`src/rtl/ndn_pkg.sv`:
```
// Shared definitions for the name datapath: default name geometry and the
// assembler FSM state encoding, used by the assembler, the top and the lookup engine.
package ndn_pkg;

    // Default width of one name component word.
    localparam int unsigned NDN_WORD_SIZE       = 32;
    // Default maximum number of words in one name.
    localparam int unsigned NDN_MAX_NAME_LENGTH = 8;
    // Width of the name length field handed to the lookup engine.
    localparam int unsigned NDN_NAME_LEN_W      = 4;

    // Name assembler states.
    typedef enum logic [1:0] {
        ST_COLLECT = 2'd0,
        ST_HOLD    = 2'd1,
        ST_DISCARD = 2'd2
    } asm_state_e;

endpackage

```
`src/rtl/name_assembler.sv`:
```
// Name assembler: gathers a stream of name component words into one
// parallel name for the lookup engine. Names longer than MAX_NAME_LENGTH
// are swallowed whole, flagged with a one-cycle error pulse and counted.
//
// state      | meaning
// -----------+------------------------------------------------------------
// ST_COLLECT | accepting words; cnt = words stored so far for this name
// ST_HOLD    | complete name presented, waiting for the lookup engine
// ST_DISCARD | overflowed name; accept and drop words until word_last
module name_assembler
    import ndn_pkg::*;
#(
    parameter int unsigned WORD_SIZE       = NDN_WORD_SIZE,
    parameter int unsigned MAX_NAME_LENGTH = NDN_MAX_NAME_LENGTH,
    parameter int unsigned CNT_WIDTH       = 16
) (
    input  logic                                        clk,
    input  logic                                        rst_n,
    input  logic [WORD_SIZE-1:0]                        word_in,
    input  logic                                        word_valid,
    input  logic                                        word_last,
    output logic                                        word_ready,
    output logic [MAX_NAME_LENGTH-1:0][WORD_SIZE-1:0]   name_out,
    output logic [NDN_NAME_LEN_W-1:0]                   name_len,
    output logic                                        name_valid,
    input  logic                                        name_ready,
    output logic                                        name_err,
    output logic [CNT_WIDTH-1:0]                        drop_count
);

    // cnt must be able to hold MAX_NAME_LENGTH itself (the "full" marker).
    localparam int unsigned       IDX_W    = $clog2(MAX_NAME_LENGTH + 1);
    localparam logic [IDX_W-1:0]  IDX_FULL = IDX_W'(MAX_NAME_LENGTH);

    asm_state_e                                 state_q, state_d;
    logic [IDX_W-1:0]                           cnt_q, cnt_d;
    logic [MAX_NAME_LENGTH-1:0][WORD_SIZE-1:0]  name_q, name_d;
    logic [NDN_NAME_LEN_W-1:0]                  len_q, len_d;
    logic                                       err_q, err_d;
    logic [CNT_WIDTH-1:0]                       drop_q, drop_d;

    logic word_xfer;
    logic name_xfer;
    logic name_full;
    logic enter_collect;
    logic drop_name;

    assign word_xfer = word_valid & word_ready;
    assign name_xfer = name_valid & name_ready;
    assign name_full = (cnt_q == IDX_FULL);

    // Entering COLLECT (from any state, including an overflowed name that
    // ends while still in COLLECT) wipes the name buffer so unused words of
    // the next held name read as zero.
    assign enter_collect = (state_d == ST_COLLECT) &&
                           ((state_q != ST_COLLECT) || (word_xfer && word_last));

    // The last word of a name that did not fit ends a dropped name.
    assign drop_name = word_xfer && word_last &&
                       (((state_q == ST_COLLECT) && name_full) ||
                        (state_q == ST_DISCARD));

    // FSM state register.
    always_ff @(posedge clk or negedge rst_n) begin
        if (!rst_n) begin
            state_q <= ST_COLLECT;
        end else begin
            state_q <= state_d;
        end
    end

    // FSM next-state logic.
    always_comb begin
        state_d = state_q;
        unique case (state_q)
            ST_COLLECT: begin
                if (word_xfer) begin
                    if (name_full) begin
                        state_d = word_last ? ST_COLLECT : ST_DISCARD;
                    end else if (word_last) begin
                        state_d = ST_HOLD;
                    end
                end
            end
            ST_HOLD: begin
                if (name_xfer) begin
                    state_d = ST_COLLECT;
                end
            end
            ST_DISCARD: begin
                if (word_xfer && word_last) begin
                    state_d = ST_COLLECT;
                end
            end
            default: state_d = ST_COLLECT;
        endcase
    end

    // FSM outputs: handshakes depend on the current state only.
    always_comb begin
        word_ready = 1'b1;
        name_valid = 1'b0;
        unique case (state_q)
            ST_COLLECT: begin
                word_ready = 1'b1;
                name_valid = 1'b0;
            end
            ST_HOLD: begin
                word_ready = 1'b0;
                name_valid = 1'b1;
            end
            ST_DISCARD: begin
                word_ready = 1'b1;
                name_valid = 1'b0;
            end
            default: begin
                word_ready = 1'b1;
                name_valid = 1'b0;
            end
        endcase
    end

    // Datapath next state: word storage, length capture, drop accounting.
    always_comb begin
        cnt_d  = cnt_q;
        name_d = name_q;
        len_d  = len_q;
        err_d  = 1'b0;
        drop_d = drop_q;

        if (enter_collect) begin
            cnt_d  = '0;
            name_d = '0;
            len_d  = '0;
        end else if ((state_q == ST_COLLECT) && word_xfer && !name_full) begin
            // Decode the slot by compare so the index width never has to
            // match the array bound.
            for (int i = 0; i < int'(MAX_NAME_LENGTH); i++) begin
                if (cnt_q == IDX_W'(i)) begin
                    name_d[i] = word_in;
                end
            end
            cnt_d = cnt_q + IDX_W'(1);
            if (word_last) begin
                len_d = NDN_NAME_LEN_W'(cnt_q) + NDN_NAME_LEN_W'(1);
            end
        end

        if (drop_name) begin
            err_d = 1'b1;
            if (drop_q != '1) begin
                drop_d = drop_q + CNT_WIDTH'(1);
            end
        end
    end

    // Datapath registers.
    always_ff @(posedge clk or negedge rst_n) begin
        if (!rst_n) begin
            cnt_q  <= '0;
            name_q <= '0;
            len_q  <= '0;
            err_q  <= 1'b0;
            drop_q <= '0;
        end else begin
            cnt_q  <= cnt_d;
            name_q <= name_d;
            len_q  <= len_d;
            err_q  <= err_d;
            drop_q <= drop_d;
        end
    end

    assign name_out   = name_q;
    assign name_len   = len_q;
    assign name_err   = err_q;
    assign drop_count = drop_q;

endmodule

```
`config.mk`:
```
export PLATFORM = sky130hd
export DESIGN_NAME = name_assembler
export DESIGN_NICKNAME = d
export VERILOG_FILES = /design/src/rtl/ndn_pkg.sv /design/src/rtl/name_assembler.sv
export SDC_FILE = /design/constraint.sdc
export NUM_CORES = 1
export LEC_CHECK = 0
export CELL_PAD_IN_SITES_DETAIL_PLACEMENT = 0
export CELL_PAD_IN_SITES_GLOBAL_PLACEMENT = 2
export CORE_MARGIN = 8
export CORE_UTILIZATION = 30
export DETAILED_ROUTE_END_ITERATION = 8
export GPL_ROUTABILITY_DRIVEN = 0
export GPL_TIMING_DRIVEN = 0
export HOLD_SLACK_MARGIN = 0.05
export PLACE_DENSITY = 0.78
export SLEW_MARGIN = 20
export SYNTH_ARGS = -nofsm -noshare
export SYNTH_HDL_FRONTEND = slang
export SYNTH_SLANG_ARGS = --single-unit
```
`constraint.sdc`:
```
create_clock -name clk -period 2.15 [get_ports clk]
set_input_delay 0.215 -clock clk [delete_from_list [all_inputs] [get_ports clk]]
set_output_delay 0.215 -clock clk [all_outputs]
set_load 0.05 [all_outputs]
```
After elaboration in Yosys (flattened, before gate mapping). Index checks and enable logic that the tools add are counted.

Input port bits: 37. Word-level logic and storage cells: 86. Flip-flop bits (word level): 283.

Bitwise operators: 2. $add $sub $neg: 2. Eq/ne operators: 11. Muxes and demuxes: 25. Reductions and logical operators: 33.

Operators by type and width (count): 2-to-1 mux 256 bit (2); 2-to-1 mux 32 bit (8); nonzero test 2 bit (11); 2-to-1 mux 4 bit (5); AND reduction 2 bit (10); adder 16 x 1 -> 16 bit (second input constant) (1); equality test 4 x 3 -> 1 bit (second input constant) (4); != test 16 bit (second input constant) (1); 2-to-1 mux 2 bit (6); equality test 4 x 2 -> 1 bit (second input constant) (2); logical AND 1 bit (6); case mux 2 bit (3 select lines) (1); adder 4 x 1 -> 4 bit (second input constant) (1); equality test 4 x 1 -> 1 bit (second input constant) (1); equality test 4 bit (second input constant) (1); logical NOT 2 bit (2); logical NOT 4 bit (1); 2-to-1 mux 1 bit (3); AND 1 bit (2); equality test 2 x 1 -> 1 bit (second input constant) (1); equality test 2 bit (second input constant) (1); logical OR 1 bit (2); logical NOT 1 bit (1).

Depth between registers and ports, before layout. Gate-level depths: netlist of the first run.

Depth after elaboration: 10. Mapped depth: 8. Gate-level depth less buffers: 7.

Worst setup path after synthesis of the first run. OpenSTA, ideal clock, no wires.

Path type: reg2reg. Start point: register state_q[0]. End point: register name_q (netlist bit name_out[100]). Period minus slack after synthesis: 2.522 ns. Data required time: 2.077 ns. Arrival time: 2.449 ns. Cell stages (with the launch flop): 9. Path slack: -0.372 ns. Cell sequence: dfrtp_1 nor2b_1 inv_2 o21ai_1 a21oi_1 buf_2 buf_2 buf_2 a21oi_2.

Elaborated cells on any way between the ends: 24. Classes of those cells: 2 x eq/ne; 9 x mux; 2 x bitwise; 11 x reduce/logical.

RTL lines: from (decl) (RTL line name_assembler.sv:35) `asm_state_e state_q, state_d;`; from (signal assigned) (RTL line name_assembler.sv:68) `state_q <= state_d;`; equality test 2 x 1 -> 1 bit (*) (RTL line name_assembler.sv:103) `unique case (state_q)`; 2-to-1 mux 1 bit (*) (RTL line name_assembler.sv:103); named net name_valid (RTL line name_assembler.sv:25) `output logic name_valid,`; AND 1 bit (*) (RTL line name_assembler.sv:49) `assign name_xfer = name_valid & name_ready;`; 2-to-1 mux 2 bit (*) (RTL line name_assembler.sv:86) `if (name_xfer) begin`; case mux 2 bit (3 select lines) (*) (RTL line name_assembler.sv:75) `unique case (state_q)`; logical NOT 2 bit (*) (RTL line name_assembler.sv:55) `assign enter_collect = (state_d == ST_COLLECT) &&`; logical AND 1 bit (*) (RTL line name_assembler.sv:55); nonzero test 2 bit (no line); AND reduction 2 bit (no line); to (signal assigned) (RTL line name_assembler.sv:167) `name_q <= name_d;`; to (decl) (RTL line name_assembler.sv:37) `logic [MAX_NAME_LENGTH-1:0][WORD_SIZE-1:0] name_q, name_d;`.

Mark *: on every way through the listed nets, which the timed path passes. The rest lies on a longest branch. A chain may end at the register's enable or synchronous reset.

Worst setup path in the final report of the first run.
Start point: register drop_q[6] (netlist: drop_count[6]). End point: output drop_count[6].

RTL lines: from (decl) (RTL line name_assembler.sv:40) `logic [CNT_WIDTH-1:0] drop_q, drop_d;`; from (signal assigned) (RTL line name_assembler.sv:170) `drop_q <= drop_d;`; to (decl) (RTL line name_assembler.sv:28) `output logic [CNT_WIDTH-1:0] drop_count`.

No word-level cell between the ends.

==> results of run 1 <==
-- synthesized netlist by cell type (all sizes together) --
library cell and n:
mux2i 2, nand4 7, clkbuf 32, a21oi 261, a31oi 1, a21o 1, o21ai 2, nor3b 1
o31ai 1, and4 3, xnor2 13, and3b 2, and3 10, o22ai 1, inv 3, nand2 526
dfrtp 283, and2b 1, xor2 5, ha 5, nand3b 1, nor2b 2, nand3 11, o31a 1
nor2 13, buf 87, o21a 1, nor4b 1, and2 4
-- power by group through the flow --
stage               Combinational (W)  Clock, W  Sequential, W
floorplan                     0.00415         0         0.0158
detailed placement             0.0174         0        0.00886
CTS                            0.0176   0.00594        0.00880
finish                         0.0175   0.00574        0.00878
global placement               0.0173         0        0.00886
global route                   0.0184   0.00611        0.00905
-- worst paths after layout --
| check | start | to | slack, ns | cells after the start |
|---|---|---|---|---|
| min reg2reg | drop_count[14] | drop_count[14] | 0.50 | 1 |
| max | drop_count[6] | drop_count[6] | 0.11 | 1 |
| max in group asynchronous | rst_n | name_out[233] | 0.69 | 4 |
| min in group clk | name_ready | state_q[0] | 0.41 | 4 |
| max reg2reg | cnt_q[3] | name_out[237] | 0.11 | 6 |
| min | rst_n | name_out[120] | 0.21 | 2 |
-- logic make-up (layout without fill, tap and decap cells) --
| kind of cell | Yosys count | count (layout) | synth area share |
|---|---|---|---|
| compound gates | 269 | 269 | 0.1435 |
| xor+xnor | 18 | 18 | 0.01249 |
| fa+ha+maj | 5 | 5 | 0.004958 |
| buf+inv | 122 | 503 | 0.06813 |
| flops | 283 | 283 | 0.5613 |
| mux | 2 | 2 | 0.001587 |
| simple gates | 582 | 582 | 0.2081 |
-- cells in the final DEF (no fill, tap or decap), types with 9 or more instances in the layout --
| master | Yosys | routed |
|---|---|---|
| a21oi_1 | 141 | 140 |
| a21oi_2 | 120 | 120 |
| and3_1 | 10 | 10 |
| buf_12 | 12 | 12 |
| buf_2 | 30 | 22 |
| buf_4 | 31 | 35 |
| clkbuf_1 | 32 | 24 |
| clkbuf_16 | 0 | 37 |
| clkbuf_2 | 0 | 12 |
| clkbuf_4 | 0 | 9 |
| clkbuf_8 | 0 | 9 |
| clkdlybuf4s50_1 | 0 | 280 |
| dfrtp_1 | 283 | 283 |
| dlygate4sd3_1 | 0 | 33 |
| nand2_1 | 406 | 406 |
| nand2_2 | 120 | 120 |
| nand3_1 | 11 | 9 |
| nor2_1 | 13 | 13 |
| xnor2_1 | 13 | 13 |
-- flip-flops by register name (all words and copies together) (netlist names) --
signal,cells
state_q,2
name_err,1
drop_count,16
name_out,256
name_len,4
cnt_q,4
-- metrics by stage --
stage	instance area (um^2)	hold WS, ns
final	17810	0.2144
after global routing	17810	0.2530
after CTS	17780	0.2150
after detailed placement	16220	0.1964
after global placement	16130	0.4791
after floorplan	12620	-0.08059
-- metal layers --
metal	part of all wire	GRT usage	routed length, um	vias to the layer above
met5	0	0	0	-
met2	0.45	0.3025	21690	302
met3	0.076	0.06150	3645	55
met4	0.022	0.05359	1033	0
met1	0.45	0.2561	21440	5047
li1	-	-	-	4824
-- repair_timing --
item | CTS | global route
endpoints found under the hold margin | 320 | 0
pin swaps | 2 | 1
endpoints found under the setup margin | 266 | 122
hold buffers | 33 | 0
gates resized for setup | 54 | 24
buffers inserted | 2 | 0
-- layout make-up --
class	instances	area, um^2
clock buffers	54	1070
repair buffers	321	3263
well taps	539	674.4
fillers	4079	23950
inverters	3	11.26
flip-flops and latches	283	7082
multi-input cells	876	4708
clock inverters	6	32.53
plain buffers	119	968.4
==> impl_metrics.py, run 1 <==
metrics = {
    "final_layout": {
        "layout-drive-gt1-share": 0.2479,
        "n_antenna_cell": 0,
        "stdcell_count": 2201,
        "utilization": 0.4265,
        "fin_nets": 1681,
        "syn_to_final_growth_pct": 41.15,
    },
    "setup_path": {
        "cpPeakStageDelay_ns": 0.85,
        "worstPathCellList": "clkdlybuf4s50_1",
        "path_buf_inv": 1,
        "worstSetupEndpointType": "output pin",
        "worstSetupPathType": "reg -> out",
        "crit_fanout": 6,
        "cp.required_ns": 1.93,
        "critPathTopFamily": "buffers and inverters",
        "cp-start-kind": "flop",
        "arrival_ns": 1.83,
        "critPathSlowestCell": "clkdlybuf4s50_1",
    },
    "timing": {
        "finalHoldViolations": 0,
        "period_needed_ns": 2.044,
        "setup_viol": 0,
        "setup_tns_ns": 0,
        "worstMarginPinSlew_ns": 0.6938,
        "fin_skew_ns": 0.01182,
        "maxSlewHeadroom": 0.5375,
        "clock.fmax_mhz": 489.3,
        "drv_slew": 0,
        "fin_crit_sh": 0.9505,
        "rsz0062_at_grt": "false",
        "worst_slack_ns": 0.1064,
    },
    "global_routing": {
        "grtUsageTotal": 0.1937,
        "antenna_found_initial": 0,
        "grt_max_degree": 86,
        "grt_overflow_total": 0,
        "grt_pass1_wl_um": 72390,
        "grt_pass1_vias": 10570,
    },
    "clocking": {
        "cts_root_buf": "clkbuf_16",
        "cts_buffer_depth": 3,
        "cts_inserted_buffers": 35,
        "clkSinkCount": 283,
        "clk_latency_ns": 0.54,
        "h-tree-depth": 2,
        "cts_tree": "done",
        "path_clk_slew_ns": 0.06,
    },
    "synthesis": {
        "syn_inst": 1281,
        "synth_top_area_share": 0.5613,
        "yosys-top-cells-area": "dfrtp_1, nand2_1, a21oi_2",
        "netlist_area_mm2": 0.01262,
        "synth_seq_cells": 283,
        "synth_area_per_cell_um2": 9.849,
        "yosys_warnings": 0,
        "yosysSeqAreaShare": 0.5613,
        "yosysUniqueCellTypes": 38,
        "synthesis.nets": 1323,
        "yosysTopAreaCell": "dfrtp_1",
    },
    "floorplan": {
        "io_pins": 316,
        "core_mm2": 0.04176,
        "start_util": 0.3021,
        "die_width_um": 221.1,
        "die-area_mm2": 0.04888,
        "dieHeight_um": 221.1,
        "rows": 75,
    },
    "route": {
        "wl_per_cell_um": 21.72,
        "dr.first_iter.drc_count": 707,
        "wl_um": 47810,
        "num_vias": 10230,
        "route.detailed.drc": 0,
        "drt.antenna.violating_nets": 0,
        "dr.pass1.iters": 5,
        "routed_via_density": 4.647,
    },
    "power_and_ir_drop": {
        "comb_power_share": 0.546,
        "power.density_mw_per_mm2": 1795,
        "finalPower_w": 0.03198,
        "p_clk_frac": 0.179,
        "power.internal_w": 0.01641,
        "leakagePower_nw": 7.457,
        "switching_share": 0.4868,
        "ir_drop_uv": 1036,
        "seqPwrFrac": 0.275,
        "p_switching_w": 0.01557,
    },
    "run": {
        "drv_cap": 0,
    },
    "place": {
        "place_ws_ns": -1.020,
        "dp_hpwl_um": 34250,
        "io_buffers": 283,
        "dpl.cell_count": 2106,
    },
    "worst_hold_path": {
        "hp-class": "in -> async",
    },
    "run_status": {
        "status": "complete, no violations",
    },
}
No activity file was read; power rests on OpenSTA's default activity.
==> run 2, diff against run 1 <==
ABC_AREA = 0   (was unset)
CORE_ASPECT_RATIO = 1.4   (was unset)
==> run 2 against run 1 <==
Die area rose by 0.19%; sequential power decreased by 0.6%; worst hold slack lost 0.054 ns; setup slack worse by 0.029 ns; combinational power about the same; clock power is 4.7% lower; final area is 0.11% lower; fmax decreased by 1.4%; utilization decreased by 0.16 points; sequential cell count unchanged; non-clock buffer count rose by 1; critical endpoint is now drop_count[4]; largest power group unchanged.
==> impl_metrics.py, run 2 (same netlist as run 1, synthesis figures left out) <==
metrics = {
    "global_routing": {
        "grt_overflow_total": 0,
        "antenna_found_initial": 0,
        "grt-busiest-layer": "met2",
        "use_met3": 0.03847,
        "grt_max_degree": 90,
        "use_met2": 0.3442,
        "grtUsageTotal": 0.1957,
        "grt_use_met1": 0.2318,
        "grt_pass1_wl_um": 72540,
        "grt_pass1_vias": 10700,
    },
    "setup_path": {
        "worstPathCellList": "clkdlybuf4s50_1",
        "worstSetupEndpointType": "output pin",
        "critPathSlowestCell": "clkdlybuf4s50_1",
        "cp.required_ns": 1.93,
        "arrival_ns": 1.86,
        "cp-start-kind": "flop",
        "crit_fanout": 6,
        "path_buf_inv": 1,
        "cpPeakStageDelay_ns": 0.86,
        "worstSetupPathType": "reg -> out",
        "critPathTopFamily": "buffers and inverters",
    },
    "floorplan": {
        "die-area_mm2": 0.04897,
        "die_width_um": 189.3,
        "io_pins": 316,
        "core_mm2": 0.04187,
        "dieHeight_um": 258.7,
        "rows": 89,
        "start_util": 0.3013,
    },
    "final_layout": {
        "fin_nets": 1678,
        "syn_to_final_growth_pct": 41.01,
        "final_common_cell": "nand2_1",
        "largest_reg_flops": 256,
        "final_cell_mix": "nand2_1, dfrtp_1, clkdlybuf4s50_1, a21oi_1, nand2_2",
        "fillers": 4193,
        "n_antenna_cell": 0,
        "layout-drive-gt1-share": 0.2533,
    },
    "clocking": {
        "cts_buffer_depth": 3,
        "clk_latency_ns": 0.57,
        "cts_inserted_buffers": 31,
        "cts_tree": "done",
        "h-tree-depth": 1,
        "clkSinkCount": 283,
        "path_clk_slew_ns": 0.06,
        "cts_root_buf": "clkbuf_16",
    },
    "route": {
        "dr.pass1.iters": 4,
        "routed_via_density": 4.631,
        "dr.first_iter.drc_count": 560,
        "wl_per_cell_um": 22.05,
        "num_vias": 10210,
        "route.detailed.drc": 0,
        "drt.antenna.violating_nets": 0,
        "wl_um": 48590,
    },
    "power_and_ir_drop": {
        "ir_drop_uv": 976.0,
        "leakagePower_nw": 7.490,
        "power.density_mw_per_mm2": 1788,
    },
    "timing": {
        "drv_slew": 0,
        "worstMarginPinSlew_ns": 0.6471,
        "worst_slack_ns": 0.07738,
        "rsz0062_at_grt": "true",
        "period_needed_ns": 2.073,
        "fin_crit_sh": 0.9640,
        "maxSlewHeadroom": 0.5672,
        "setup_viol": 0,
        "clock.fmax_mhz": 482.5,
        "fin_skew_ns": 0.01027,
        "setup_tns_ns": 0,
        "finalHoldViolations": 0,
    },
    "place": {
        "dp_hpwl_um": 35300,
        "io_buffers": 283,
        "place_ws_ns": -0.7710,
    },
    "run_status": {
        "status": "complete, no violations",
    },
    "worst_hold_path": {
        "hp-class": "in -> async",
    },
    "run": {
        "drv_cap": 0,
    },
}
[run 2: cell count changes in the layout (fill, tap and decap cells not counted), moves of 3 or more]
| cell | before | now |
|---|---|---|
| buf_2 | 22 | 19 |
| clkbuf_1 | 24 | 13 |
| buf_4 | 35 | 41 |
| clkbuf_2 | 12 | 18 |
| clkbuf_16 | 37 | 31 |
[run 2: final timing paths]
| check | endpoint | startpoint | slack (ns) | cells after the start |
|---|---|---|---|---|
| worst max-delay path | drop_count[4] | drop_count[4] | 0.08 | 1 |
| worst min-delay path | name_out[9] | rst_n | 0.16 | 2 |
| worst max register to register | name_out[190] | cnt_q[0] | 0.12 | 8 |
| worst min register to register | drop_count[9] | drop_count[9] | 0.49 | 1 |
| max in group asynchronous | name_out[30] | rst_n | 0.82 | 4 |
| min in group clk | state_q[0] | name_ready | 0.37 | 4 |
[run 2: repair_timing]
item / in CTS / in global routing
hold buffers: 33 / 0
resized for setup: 66 / 40
endpoints found under the setup margin: 265 / 266
endpoints found under the hold margin: 380 / 0
setup buffers: 2 / 1
[run 2: power by group]
part / switching, W / internal (W)
sequential: 0.00132 / 0.00741
combinational: 0.0120 / 0.00562
clock: 0.00223 / 0.00324
total: 0.0155 / 0.0163
[run 2: per-stage QoR]
stage               total power (W)  instance area (um^2)  cells  hold slack, ns    util
floorplan                   0.01992                 12620   1281        -0.08059       -
global placement            0.02623                 16140   2110          0.4781  0.3855
detailed placement          0.02637                 16230   2113          0.1721  0.3876
CTS                         0.03215                 17730   2203          0.1480  0.4234
global route                0.03328                 17790   2204          0.1931  0.4249
finish                      0.03180                 17790   2204          0.1607  0.4249
[run 2: area by class of cell]
cell class / count / area (um^2) / share of cell area
sequential: 283 / 7082 / 0.3981
multi-input combinational: 876 / 4713 / 0.2649
timing repair buffer: 322 / 3276 / 0.1841
buffer: 119 / 988.4 / 0.05556
clock buffer: 48 / 949.7 / 0.05338
tap: 546 / 683.2 / 0.03840
clock inverter: 7 / 87.58 / 0.004923
inverter: 3 / 11.26 / 0.0006330
[run 2: per-layer routing]
layer	routed length (um)	vias up
met3	2612	76
met1	19610	5024
met4	1898	0
met5	0	-
met2	24470	271
li1	-	4836
==> edit 1 (flow settings as in run 1) <==
Encoding of `asm_state_e`: now one-hot (3 bits for 3 states).
--- a/src/rtl/ndn_pkg.sv
+++ b/src/rtl/ndn_pkg.sv
@@ -12,6 +12,6 @@
     // Name assembler states.
-    typedef enum logic [1:0] {
-        ST_COLLECT = 2'd0,
-        ST_HOLD    = 2'd1,
-        ST_DISCARD = 2'd2
+    typedef enum logic [2:0] {
+        ST_COLLECT = 3'b001,
+        ST_HOLD    = 3'b010,
+        ST_DISCARD = 3'b100
     } asm_state_e;
Behaviour: no difference found for any inputs over 4 cycles, from zero or initial values and one cycle with rst_n low; so few cycles prove little.
==> edit 1 against run 1 <==
Non-clock buffer count decreased by 2; worst setup slack improved by 0.0014 ns; critical path depth increased by 6; sequential cell count increased by 1; synthesized area decreased by 6.3%; routed wire length decreased by 1.6%; cell area decreased by 4.6%.
Power is not compared: it rests on default switching activity, and its combinational part moved more than twofold at a synthesized area within 25%.
==> edit 1: results (changes against run 1) <==
| Metric | Value |
|---|---|
| Root Buffer | clkbuf_16 |
| Worst Skew | 0.0179 ns (+0.00606 ns) |
| Post-synthesis mux area share | 0.445% (+0.29 points) |
| Largest net degree at the start of global routing | 85 (-1.2%) |
| DRT iter0 DRCs | 564 (-20%) |
| Post-synth top flop | dfrtp_1 |
| R2r startpoint | state_q[0] |
| Dpl cell area | 15400 sq um (-5.2%) |
| Max Buffers Root-to-Sink | 3 (unchanged) |
| GRT Util Overall | 19.9% (+0.56 points) |
| Compound-Gate Fraction of Synth Area | 11.7% (-2.6 points) |
| Initial antenna violation count | 1 (+1) |
| Num CTS Buffers | 35 (unchanged) |
| Reg-to-reg slack, setup | around 0.11 ns |
| Mean Syn Cell Area | 9.15 sq um (-7.1%) |
| R2r endpoint | name_out[238] |
| Largest stage delay, worst path | 0.60 ns (-0.25 ns) |
| WHS Endpoint | name_out[186] |
| Max reg flops | 256 (unchanged) |
| Syn nets | 1334 (+0.83%) |
| Clk_lat worst skew | 0.51 ns (-0.03 ns) |
| Total placed cells including tap cells | 2095 (-0.52%) |
| Status | finished, final reports clean |
| Post-Place Worst Slack | -0.518 ns (+0.502 ns) |
| Worst slew margin | 57.7% (+4.0 points) |
| Hold Path Cell Cnt | 3 |
| Number of H-tree levels | 2 (unchanged) |
| Critical-path top delay cell | dfstp_2 |
| Vias in the first global route | 10.5k (-0.33%) |
| Largest fanout on the critical path | 10 (+4) |
| Hold WC Path Type | primary input to flop |
| Worst Setup SP | state_q[0] |
| Clock slew at reported path FFs | 0.06 ns (about the same) |
| Count of cell types in the netlist | 43 (+13%) |
| Drt total wl | 47.1 mm (-1.6%) |
| Adder-Cell Fraction of Synth Area | 0.529% (+0.033 points) |
| Top post-synthesis cells by count | 526 x nand2_1, 283 x dfrtp_1, 259 x a21oi_1 |
| Hold_ws | 0.0707 ns (-0.144 ns) |
| Port-buffer cells | 282 (-0.35%) |
| Share of cells above drive strength 1 | 11.9% (-13 points) |
| Worst Reg2Reg Path Length in Cells | 7 (+1) |
| Final Net Count | 1687 (+0.36%) |
| Post-Synth XOR/XNOR Area | 1.33% (+0.084 points) |
| LEAKAGE | 7.15 nW |
| Cell family with most CP delay | simple AND/OR/NAND/NOR gates |
| Via density | 4.69 (+0.86%) |
| Drt wl/cell | 21.5 um (-0.84%) |
| Sequential area share after synthesis | 60.1% (+4.0 points) |
| Arr. time, crit path | 2.43 ns (+0.60 ns) |
| Global-route wire length before repair | 70.3 mm (-2.9%) |
| DP HPWL | 33.7 mm (-1.7%) |
| Peak supply drop | 0.580 mV |
| Largest cells by area after synthesis | dfrtp_1 60%, nand2_1 17%, a21oi_1 11% |
edit 1: changes by cell type after synthesis, moves of 6 or more:
cell | before | now
and3_1 | 10 | 4
nand2_2 | 120 | 0
a21oi_1 | 141 | 259
and2_1 | 0 | 6
a21oi_2 | 120 | 0
buf_4 | 31 | 7
buf_1 | 9 | 1
buf_12 | 12 | 0
buf_2 | 30 | 72
nand2_1 | 406 | 526
buf_6 | 1 | 13
edit 1: routing by layer:
| metal | up-vias | routed length (um) | GRT usage (%) |
|---|---|---|---|
| li1 | 4867 | - | - |
| met1 | 5045 | 20900 | 26.2 |
| met2 | 274 | 22000 | 32.1 |
| met3 | 55 | 3090 | 5.59 |
| met4 | 0 | 1100 | 5.00 |
| met5 | - | 0 | 0 |
edit 1: how the worst max path moves through the flow:
stage                                 to  slack [ns]  cells past startpoint
after floorplan           drop_count[12]        0.19                      6
after global placement     name_out[207]      -12.25                      1
after detailed placement   name_out[197]       -0.52                      9
after CTS                   name_out[80]      -0.008                      9
after global routing        name_out[96]       -0.04                      9
final                      name_out[238]        0.11                      7
edit 1: layout make-up:
class | instances | area, sq um
clock buffers | 52 | 1050
inverters | 6 | 22.5
plain buffers | 122 | 876
flip-flops and latches | 284 | 7110
fillers | 3818 | 21700
multi-input cells | 880 | 4060
clock inverters | 6 | 36.3
diodes | 1 | 2.50
well taps | 518 | 648
repair buffers | 316 | 3190
edit 1: where the power goes:
part,total [mW],switching (mW),leakage (nW),internal (mW)
Sequential,6.17,0.322,3.93,5.84
Clock,5.64,2.27,0.536,3.37
Combinational,4.93,3.41,2.69,1.52
Total,16.7,6.01,7.15,10.7
edit 1: timing repair:
item,CTS,global route
pin swaps,1,3
hold buffers,21,0
endpoints found under the setup margin,264,271
endpoints found under the hold margin,178,0
resized for setup,55,65
buffers inserted,3,7
==> edit 2 (flow settings as in run 1) <==
Without the edit above. The parameter `CNT_WIDTH` goes from 16 to 14.
--- a/src/rtl/name_assembler.sv
+++ b/src/rtl/name_assembler.sv
@@ -14,3 +14,3 @@
     parameter int unsigned MAX_NAME_LENGTH = NDN_MAX_NAME_LENGTH,
-    parameter int unsigned CNT_WIDTH       = 16
+    parameter int unsigned CNT_WIDTH       = 14
 ) (
Interface: changed (resized drop_count); port bits go from 316 to 314. No check against the original RTL was run, so the function may have changed too.
==> edit 2 against run 1 <==
Sequential cell count decreased by 2; worst setup slack lost 0.023 ns; combinational power down 11%; synthesized area decreased by 5.3%; cell area fell by 2.3%; power shrank 6.3%; fmax decreased by 1.1%; routed wire length decreased by 2.6%; largest cell class unchanged.
==> edit 2: results (changes against run 1) <==
| Metric | Value |
|---|---|
| Ys async rst share | 100% (unchanged) |
| Largest net degree at the start of global routing | 93 (+8.1%) |
| Number of H-tree levels | 2 (unchanged) |
| Clk_lat worst skew | 0.53 ns |
| Top post-synthesis cells by count | 517 x nand2_1, 281 x dfrtp_1, 228 x a21oi_1 |
| Cell family with most CP delay | simple AND/OR/NAND/NOR gates |
| Dpl cell area | 15500 sq um (-4.4%) |
| Largest stage delay, worst path | 0.41 ns (-0.44 ns) |
| Ys Warns | 0 (unchanged) |
| DRT iter0 DRCs | 554 (-22%) |
| Sequential area share after synthesis | 58.9% (+2.7 points) |
| Peak supply drop | 0.959 mV (-7.4%) |
| Vias in the first global route | 10.3k (-2.6%) |
| GRT Util Overall | 19.6% (+0.24 points) |
| Status | finished, final reports clean |
| Antenna Cells | 0 (unchanged) |
| Largest fanout on the critical path | 7 (+1) |
| Syn nets | 1320 (-0.23%) |
| Critical-path top delay cell | dfrtp_1 |
| Fill count | 3816 (-6.4%) |
| Worst slew margin | 57.9% (+4.2 points) |
| Drt total wl | 46.6 mm (-2.6%) |
| Post-synth top flop | dfrtp_1 |
| DR DRC count | 0 (unchanged) |
| Clock slew at reported path FFs | 0.06 ns (about the same) |
| Via density | 4.66 (+0.20%) |
| Share of cells above drive strength 1 | 13.8% (-11 points) |
| Arr. time, crit path | 2.48 ns (+0.65 ns) |
| Global-route wire length before repair | 69.2 mm (-4.4%) |
| Count of cell types in the netlist | 39 (+2.6%) |
| Worst Skew | 0.0102 ns (-0.00164 ns) |
| Max Buffers Root-to-Sink | 3 (unchanged) |
| Port-buffer cells | 281 (-0.71%) |
| DP HPWL | 33.3 mm (-2.7%) |
| LEAKAGE | 7.52 nW (+0.83%) |
| Largest cells by area after synthesis | dfrtp_1 59%, nand2_1 16%, a21oi_1 9.6% |
| Hold WC Path Type | primary input to async pin |
| Int Pwr | 15.8 mW (-3.5%) |
## edit 2: cell count changes after synthesis, sizes merged, moves of 4 or more
cell / run 1 / this run
buf: 87 / 97
nand2: 526 / 517
clkbuf: 32 / 26
xnor2: 13 / 7
and2: 4 / 0
and3: 10 / 6
and3b: 2 / 6
nand3: 11 / 7
nand3b: 1 / 5
nor3: 0 / 4
## edit 2: final cells by class
class | instances | share of cell area, %
Clock buffer | 48 | 5.79
Tap cell | 525 | 3.77
Sequential cell | 281 | 40.4
Multi-Input combinational cell | 869 | 23.5
Timing Repair Buffer | 325 | 19.0
Inverter | 5 | 0.108
Clock inverter | 14 | 0.877
Buffer | 122 | 6.57
## edit 2: kinds of logic after synthesis
logic type / synth area share, %
DFF: 58.9
buffers and inverters: 7.12
adders and majority gates: 0.524
and+or+nand+nor: 19.5
muxes: 0.440
AOI/OAI and AO/OA: 12.4
xor gates and xnor gates: 1.10
## edit 2: power by group through the flow
| stage | Sequential (mW) | Combinational, mW | Clock [mW] |
|---|---|---|---|
| after floorplan | 14.9 | 3.14 | 0 |
| final | 8.42 | 15.6 | 6.00 |
| after global placement | 8.49 | 15.2 | 0 |
| after CTS | 8.44 | 15.5 | 6.15 |
| after global routing | 8.67 | 16.4 | 6.37 |
| after detailed placement | 8.50 | 15.3 | 0 |
## edit 2: path summary, 6_finish.rpt
check | end | cells after the start | slack (ns) | from
setup / recovery | drop_count[13] | 7 | 0.08 | cnt_q[0]
hold / removal | name_out[198] | 2 | 0.12 | rst_n
setup reg to reg | drop_count[13] | 7 | 0.08 | cnt_q[0]
hold reg to reg | drop_count[12] | 1 | 0.50 | drop_count[12]
max in group asynchronous | name_out[218] | 4 | 0.87 | rst_n
min in group clk | state_q[0] | 2 | 0.28 | name_ready
## edit 2: stage by stage
step,setup TNS [ns],utilization (%),power [mW],cells,setup WS (ns)
final,0,44.0,30.0,2189,0.0838
after floorplan,0,-,18.0,1278,0.135
after detailed placement,-121.64,39.2,23.8,2087,-0.633
after global routing,0,44.0,31.4,2189,0.0000990
after global placement,-3528.66,39.0,23.7,2084,-12.17
after CTS,0,43.5,30.1,2187,0.00146
## edit 2: routing by layer
layer	share of wire, %	GRT usage, %
met1	45	26.3
met2	45	30.1
met3	7.5	5.83
met4	2.3	6.11
met5	0	0
## edit 2: repair_timing
action	4_1_cts	5_1_grt
endpoints found under the setup margin	267	263
endpoints found under the hold margin	363	0
hold buffers	33	0
pin swaps	1	1
gates cloned	0	0
buffers inserted	5	3
resized for setup	61	63
